<file path="config.mk">
export PLATFORM = sky130hd
export DESIGN_NAME = invader_march_ctrl
export DESIGN_NICKNAME = d
export VERILOG_FILES = /design/src/rtl/invaders_pkg.sv /design/src/rtl/frame_down_counter.sv /design/src/rtl/invader_march_ctrl.sv
export SDC_FILE = /design/constraint.sdc
export NUM_CORES = 1
export LEC_CHECK = 0
export CORE_UTILIZATION = 49
export CTS_BUF_LIST = sky130_fd_sc_hd__clkbuf_8
export CTS_CLUSTER_DIAMETER = 40
export DETAILED_ROUTE_END_ITERATION = 10
export PLACE_DENSITY = 0.87
export SYNTH_ARGS = -nofsm -noshare
export SYNTH_HDL_FRONTEND = slang
export SYNTH_SLANG_ARGS = --single-unit
</file>
<file path="constraint.sdc">
create_clock -name clk -period 3 [get_ports clk]
set_input_delay 0.9 -clock clk [delete_from_list [all_inputs] [get_ports clk]]
set_output_delay 0.9 -clock clk [all_outputs]
set_load 0.02 [all_outputs]
</file>
<file path="src/rtl/invaders_pkg.sv">
// invaders_pkg: march states and speed constants shared by the invader march and motion blocks.
package invaders_pkg;
  typedef enum logic [2:0] {
    MARCH_R   = 3'd0,
    DESCEND_R = 3'd1,
    MARCH_L   = 3'd2,
    DESCEND_L = 3'd3,
    HALT      = 3'd4
  } march_state_t;
  localparam int MULTIPLIER = 64;
  localparam int SPEED_W    = 11;
endpackage

</file>
<file path="src/rtl/frame_down_counter.sv">
// frame_down_counter: loadable down-counter stepped by frame ticks, done while it holds 1.
module frame_down_counter #(
  parameter int W = 8
) (
  input  logic         clk,
  input  logic         resetN,
  input  logic         i_en,
  input  logic         i_load,
  input  logic [W-1:0] i_load_val,
  output logic         o_done
);
  logic [W-1:0] r_cnt;
  always_ff @(posedge clk or negedge resetN)
    if (!resetN) r_cnt <= '0;
    else if (i_load) r_cnt <= i_load_val;
    else if (i_en && r_cnt != '0) r_cnt <= r_cnt - 1'b1;
  assign o_done = r_cnt == W'(1);
endmodule

</file>
<file path="src/rtl/invader_march_ctrl.sv">
// invader_march_ctrl: frame-tick march sequencer driving signed formation X/Y speeds.
// Define INVADER_CTRL_SPEEDUP_EN to enable speedUp stepping of the march magnitude.
module invader_march_ctrl
  import invaders_pkg::*;
#(
  parameter int INITIAL_X_SPEED = 30,
  parameter int Y_DESCEND_SPEED = 48,
  parameter int DESCEND_FRAMES  = 8,
  parameter int SPEED_STEP      = 4,
  parameter int MAX_SPEED       = 120
) (
  input  logic                      clk,
  input  logic                      resetN,
  input  logic                      startOfFrame,
  input  logic                      hitLeft,
  input  logic                      hitRight,
  input  logic                      reachedBottom,
  input  logic                      speedUp,
  input  logic                      restart,
  output logic signed [SPEED_W-1:0] xSpeed,
  output logic signed [SPEED_W-1:0] ySpeed,
  output logic                      chgDir,
  output logic                      gameOver,
  output logic [2:0]                marchState
);
  march_state_t       r_state, w_state_nxt;
  logic [9:0]         r_mag, w_mag_nxt;
  logic [SPEED_W-1:0] w_mag_ext, w_x_nxt;
  logic               w_load, w_done, w_descending;

  assign w_descending = r_state == DESCEND_R || r_state == DESCEND_L;

  frame_down_counter #(.W(8)) u_cnt (
    .clk       (clk),
    .resetN    (resetN),
    .i_en      (startOfFrame && w_descending),
    .i_load    (w_load),
    .i_load_val(8'(DESCEND_FRAMES)),
    .o_done    (w_done)
  );

  // HALT only listens to restart; every other move waits for a frame tick
  always_comb begin
    w_state_nxt = r_state;
    w_load      = 1'b0;
    if (r_state == HALT) begin
      if (restart) w_state_nxt = MARCH_R;
    end else if (startOfFrame) begin
      if (reachedBottom) w_state_nxt = HALT;
      else if (r_state == MARCH_R && hitRight) begin
        w_state_nxt = DESCEND_R;
        w_load      = 1'b1;
      end else if (r_state == MARCH_L && hitLeft) begin
        w_state_nxt = DESCEND_L;
        w_load      = 1'b1;
      end else if (r_state == DESCEND_R && w_done) w_state_nxt = MARCH_L;
      else if (r_state == DESCEND_L && w_done) w_state_nxt = MARCH_R;
    end
  end

`ifdef INVADER_CTRL_SPEEDUP_EN
  logic [10:0] w_sum;
  assign w_sum     = {1'b0, r_mag} + 11'(SPEED_STEP);
  assign w_mag_nxt = (r_state == HALT) ? (restart ? 10'(INITIAL_X_SPEED) : r_mag)
                   : speedUp ? (w_sum > 11'(MAX_SPEED) ? 10'(MAX_SPEED) : w_sum[9:0])
                   : r_mag;
`else
  assign w_mag_nxt = 10'(INITIAL_X_SPEED);
`endif

  assign w_mag_ext = SPEED_W'(w_mag_nxt);
  assign w_x_nxt   = (w_state_nxt == MARCH_R) ? w_mag_ext
                   : (w_state_nxt == MARCH_L) ? -w_mag_ext : '0;

  always_ff @(posedge clk or negedge resetN)
    if (!resetN) begin
      r_state  <= MARCH_R;
      r_mag    <= 10'(INITIAL_X_SPEED);
      xSpeed   <= SPEED_W'(INITIAL_X_SPEED);
      ySpeed   <= '0;
      chgDir   <= 1'b0;
      gameOver <= 1'b0;
    end else begin
      r_state  <= w_state_nxt;
      r_mag    <= w_mag_nxt;
      xSpeed   <= w_x_nxt;
      ySpeed   <= (w_state_nxt == DESCEND_R || w_state_nxt == DESCEND_L) ? SPEED_W'(Y_DESCEND_SPEED) : '0;
      chgDir   <= w_load;
      gameOver <= w_state_nxt == HALT;
    end

  assign marchState = r_state;
endmodule

</file>
==> report_table.html <==
<table>
<tr><th>Metric</th><th>Value</th></tr>
<tr><th colspan="2">Clock network</th></tr>
<tr><td>Clock slew seen by the registers of the worst setup and hold paths</td><td>~0.060 ns</td></tr>
<tr><td>Number of sinks driven by the clock tree</td><td>17</td></tr>
<tr><td>Clock insertion delay at the later pin of the skew report</td><td>0.25 ns</td></tr>
<tr><td>Clock tree from TritonCTS</td><td>done</td></tr>
<tr><td>Total clock buffers created by CTS</td><td>3</td></tr>
<tr><td>Clk buf depth</td><td>2</td></tr>
<tr><td>Post-CTS Hold Fix Bufs</td><td>0</td></tr>
<tr><td>Buffer type at the clock tree root</td><td>sky130_fd_sc_hd__clkbuf_8</td></tr>
<tr><td>Count of buffers added by post-CTS timing repair for setup</td><td>0</td></tr>
<tr><td>Post_cts resized</td><td>0</td></tr>
<tr><td>H-tree Lvls</td><td>1</td></tr>
<tr><th colspan="2">Outcome</th></tr>
<tr><td>Result of the run</td><td>complete, no violations</td></tr>
<tr><th colspan="2">Pwr</th></tr>
<tr><td>Clock power frac</td><td>0.152</td></tr>
<tr><td>Power consumption</td><td>between 1 and 1.5 mW</td></tr>
<tr><td>Maximum VDD drop</td><td>0.0005367 V</td></tr>
<tr><td>Switching Fraction</td><td>0.4103</td></tr>
<tr><td>Net switching power</td><td>0.4511 mW</td></tr>
<tr><td>Share of total power in combinational logic</td><td>0.455</td></tr>
<tr><td>Flop pwr share</td><td>0.392</td></tr>
<tr><td>P_leak</td><td>0.5040 nW</td></tr>
<tr><td>Pwr per Cell Area</td><td>930.8 nW/um2</td></tr>
<tr><td>Int Power</td><td>~0.65 mW</td></tr>
<tr><th colspan="2">Worst hold path</th></tr>
<tr><td>Worst hold path endpoint</td><td>u_cnt.r_cnt[7]</td></tr>
<tr><td>Launch instance of the worst min-delay path</td><td>u_cnt.r_cnt[7]</td></tr>
<tr><td>Depth of the worst hold-timing path</td><td>1</td></tr>
<tr><td>Path type of the worst min-delay path</td><td>reg -&gt; reg</td></tr>
<tr><th colspan="2">Yosys</th></tr>
<tr><td>Post-Synthesis Mean Instance Area</td><td>10.18 um2</td></tr>
<tr><td>FFs w/ async S/R, synth</td><td>1.000</td></tr>
<tr><td>Mapped cell area</td><td>just under 1000 um2</td></tr>
<tr><td>Number of instances in the synthesized netlist</td><td>95</td></tr>
<tr><td>Post-synth EDFFs</td><td>0</td></tr>
<tr><td>Warnings, synthesis</td><td>0</td></tr>
<tr><td>Cell variety after synth</td><td>33</td></tr>
<tr><td>Post-synthesis sequential element count</td><td>17</td></tr>
<tr><td>Sequential fraction of the synthesis area</td><td>0.4424</td></tr>
<tr><td>Leading register cell type out of synthesis</td><td>sky130_fd_sc_hd__dfrtp_1</td></tr>
<tr><td>Cells taking the most area after synthesis</td><td>sky130_fd_sc_hd__dfrtp_1 39%, sky130_fd_sc_hd__buf_4 14%, sky130_fd_sc_hd__dfstp_2 5.4%</td></tr>
<tr><td>Cell type with the highest aggregate area in the netlist</td><td>sky130_fd_sc_hd__dfrtp_1</td></tr>
<tr><td>Top cell type's share of synthesized area</td><td>0.3881</td></tr>
<tr><th colspan="2">Timing</th></tr>
<tr><td>Clock Skews</td><td>0.002698 ns</td></tr>
<tr><td>Max-Slew Margin vs Limit</td><td>0.5025</td></tr>
<tr><td>Actual slew at the worst max-slew pin</td><td>0.7439 ns</td></tr>
<tr><td>TNS Setup</td><td>0 ns</td></tr>
<tr><td>Number of pins with negative max-slew slack in the final report</td><td>0</td></tr>
<tr><td>Highest clock rate</td><td>between 400 and 500 MHz</td></tr>
<tr><td>Shortest period the worst path allows</td><td>2.366 ns</td></tr>
<tr><td>Worst-case hold slack</td><td>0.5700 ns</td></tr>
<tr><td>Final hold viol count</td><td>0</td></tr>
<tr><td>RSZ-0062 raised after global routing</td><td>false</td></tr>
<tr><td>Final worst path period share</td><td>0.7887</td></tr>
<tr><td>Total of endpoints with negative setup slack in the final report</td><td>0</td></tr>
<tr><th colspan="2">Worst setup path</th></tr>
<tr><td>FF-to-FF End</td><td>xSpeed[9]</td></tr>
<tr><td>Worst setup path category</td><td>in -&gt; reg</td></tr>
<tr><td>Slowest stage delay, CP</td><td>0.54 ns</td></tr>
<tr><td>Depth of the worst register-to-register path</td><td>6</td></tr>
<tr><td>Sequence of cells on the critical path</td><td>clkdlybuf4s50_1 -&gt; nand3b_1 -&gt; or4_1 -&gt; and2_1 -&gt; nor4_2</td></tr>
<tr><td>Critical-path cell with the highest stage delay</td><td>sky130_fd_sc_hd__clkdlybuf4s50_1</td></tr>
<tr><td>Setup slack, reg-to-reg</td><td>0.88 ns</td></tr>
<tr><td>Launch instance of the worst register-to-register path</td><td>u_cnt.r_cnt[1]</td></tr>
<tr><td>Critical Path Fanout Max</td><td>6</td></tr>
<tr><td>Crit. Startpoint</td><td>startOfFrame</td></tr>
<tr><td>CP arrival</td><td>about 2.5 ns</td></tr>
<tr><td>Element type at the critical path start</td><td>primary input</td></tr>
<tr><td>Critical path data required time</td><td>3.16 ns</td></tr>
<tr><td>Type of destination of the critical path</td><td>register</td></tr>
<tr><th colspan="2">Floorplanning</th></tr>
<tr><td>Placeable core area</td><td>1783 um2</td></tr>
<tr><td>Row count</td><td>15</td></tr>
<tr><td>Area enclosed by the die boundary</td><td>~2200 um2</td></tr>
<tr><td>Starting Density</td><td>0.5425</td></tr>
<tr><td>Height of the chip</td><td>46.43 um</td></tr>
<tr><td>Count of pins on the block boundary</td><td>35</td></tr>
<tr><td>Die Width</td><td>approximately 46 um</td></tr>
<tr><th colspan="2">GRT</th></tr>
<tr><td>Number of global-route vias before repair</td><td>697</td></tr>
<tr><td>GRT Max-Usage Layer</td><td>met2</td></tr>
<tr><td>Aggregate global-route resource usage</td><td>0.2029</td></tr>
<tr><td>Met1 Resource Use GR</td><td>0.1990</td></tr>
<tr><td>Met3 Usage GRT</td><td>0.04706</td></tr>
<tr><td>Pin count of the biggest net entering global routing</td><td>18</td></tr>
<tr><td>Overflow after GRT</td><td>0</td></tr>
<tr><td>M2 GR Usage</td><td>0.3833</td></tr>
<tr><td>Number of antenna violations at the first check in global routing</td><td>0</td></tr>
<tr><td>Wire length of the first global-routing pass</td><td>2.939 mm</td></tr>
<tr><th colspan="2">Job</th></tr>
<tr><td>Max-Cap Viols</td><td>0</td></tr>
<tr><th colspan="2">Route</th></tr>
<tr><td>Via count</td><td>736</td></tr>
<tr><td>Average routed wire per standard cell</td><td>13.12 um</td></tr>
<tr><td>Number of nets with antenna violations after routing</td><td>0</td></tr>
<tr><td>Number of DRC markers in iteration 0</td><td>13</td></tr>
<tr><td>Length of the first detailed-routing pass in iterations</td><td>4</td></tr>
<tr><td>Final wirelength</td><td>roughly 1.8 mm</td></tr>
<tr><td>Post-detailed-route via-to-cell ratio</td><td>5.295</td></tr>
<tr><td>DRC violations left</td><td>0</td></tr>
<tr><th colspan="2">Layout</th></tr>
<tr><td>Layout cells sized above 1</td><td>0.1140</td></tr>
<tr><td>Sequential cell area</td><td>427.9 um2</td></tr>
<tr><td>Utilization of the core after routing</td><td>0.6625</td></tr>
<tr><td>Filler Cells Inserted</td><td>139</td></tr>
<tr><td>Net count of the finished layout</td><td>125</td></tr>
<tr><td>Area growth from synthesis to layout</td><td>22.12%</td></tr>
<tr><td>Final antenna diode count</td><td>0</td></tr>
<tr><td>Area used by multi-input combinational logic</td><td>419.2 um2</td></tr>
<tr><td>Cell area after layout</td><td>1181 um2</td></tr>
<tr><th colspan="2">Placement</th></tr>
<tr><td>Cell Area, Placed</td><td>1135 um2</td></tr>
<tr><td>Weighted congestion reported at the end of routability-driven placement</td><td>0.8687</td></tr>
<tr><td>Placed wire-length estimate</td><td>1.336 mm</td></tr>
<tr><td>Number of buffers added on ports</td><td>23</td></tr>
</table>
state kept, by name (all words and copies together), names as in the netlist:
| register | count |
|---|---|
| ySpeed | 1 |
| u_cnt.r_cnt | 8 |
| chgDir | 1 |
| marchState | 3 |
| xSpeed | 3 |
| gameOver | 1 |
cell usage in the layout (no fill, tap or decap), types with 3 or more instances in the layout:
cell type	synthesis	layout
sky130_fd_sc_hd__dfrtp_1	15	15
sky130_fd_sc_hd__clkdlybuf4s50_1	0	23
sky130_fd_sc_hd__mux2i_1	3	3
sky130_fd_sc_hd__clkbuf_8	0	3
sky130_fd_sc_hd__nor3_1	4	4
sky130_fd_sc_hd__conb_1	1	10
sky130_fd_sc_hd__nor2_1	8	8
sky130_fd_sc_hd__inv_1	5	5
sky130_fd_sc_hd__a211oi_1	3	3
sky130_fd_sc_hd__a21oi_1	3	3
sky130_fd_sc_hd__xnor2_1	3	3
critical path, delay by kind of cell:
kind                   cells  cell delay (ns)
buffers and inverters      1             0.54
AND/OR/NAND/NOR            4             1.08
how the worst max path moves through the flow:
stage | to | slack, ns | depth (start not counted)
floorplan | xSpeed[9] | 1.01 | 6
global placement | xSpeed[9] | 0.41 | 5
detailed placement | xSpeed[9] | 0.41 | 5
CTS | xSpeed[9] | 0.64 | 5
global route | u_cnt.r_cnt[5] | 0.52 | 5
finish | xSpeed[9] | 0.63 | 5
stage by stage:
| stage | setup WS (ns) | instances |
|---|---|---|
| 3_3_place_gp | 0.4135 | 135 |
| 6_report | 0.6338 | 139 |
| 5_1_grt | 0.5226 | 139 |
| 4_1_cts | 0.6429 | 139 |
| 2_1_floorplan | 1.011 | 104 |
| 3_5_place_dp | 0.4073 | 135 |
synthesized netlist by cell type, types with 2 or more instances:
library cell,instances
sky130_fd_sc_hd__nor3b_1,2
sky130_fd_sc_hd__dfrtp_1,15
sky130_fd_sc_hd__nor4_2,2
sky130_fd_sc_hd__dfstp_2,2
sky130_fd_sc_hd__a211oi_1,3
sky130_fd_sc_hd__nand2b_1,2
sky130_fd_sc_hd__inv_1,5
sky130_fd_sc_hd__xnor2_1,3
sky130_fd_sc_hd__nor3_1,4
sky130_fd_sc_hd__mux2i_1,3
sky130_fd_sc_hd__ha_1,2
sky130_fd_sc_hd__nor2_1,8
sky130_fd_sc_hd__and2_1,2
sky130_fd_sc_hd__nor4_1,2
sky130_fd_sc_hd__nor2b_1,2
sky130_fd_sc_hd__a21oi_1,3
sky130_fd_sc_hd__or4_1,2
sky130_fd_sc_hd__buf_4,18
layout make-up:
| cell class | count | share of cell area |
|---|---|---|
| Inverter | 5 | 0.01589 |
| Timing Repair Buffer | 24 | 0.2013 |
| Sequential cell | 17 | 0.3623 |
| Clock buffer | 3 | 0.03496 |
| Multi-Input combinational cell | 64 | 0.3549 |
| Tap cell | 25 | 0.02648 |
| Clock inverter | 1 | 0.004237 |
per-layer routing:
layer  up-vias  part of all wire
li1        350                 -
met1       354              0.39
met2        27              0.54
met3         5             0.047
met4         0             0.021
met5         -                 0
cell families (layout without fill, tap and decap cells):
logic type | Yosys count | in the layout | share of synthesized area
flops | 17 | 17 | 0.4424
other cells | 1 | 10 | 0.003877
xor+xnor | 3 | 3 | 0.02717
compound gates | 13 | 13 | 0.09573
fa+ha+maj | 2 | 2 | 0.02587
buf+inv | 23 | 33 | 0.1591
mux | 3 | 3 | 0.03105
simple gates | 33 | 33 | 0.2147
power groups by stage:
stage,sequential [mW],combinational (mW),clock (mW)
4_1_cts,0.429,0.502,0.170
5_1_grt,0.442,0.547,0.184
3_3_place_gp,0.420,0.481,0
6_report,0.431,0.501,0.168
3_5_place_dp,0.432,0.498,0
2_1_floorplan,0.455,0.311,0
(Power assumes the default switching activity.)
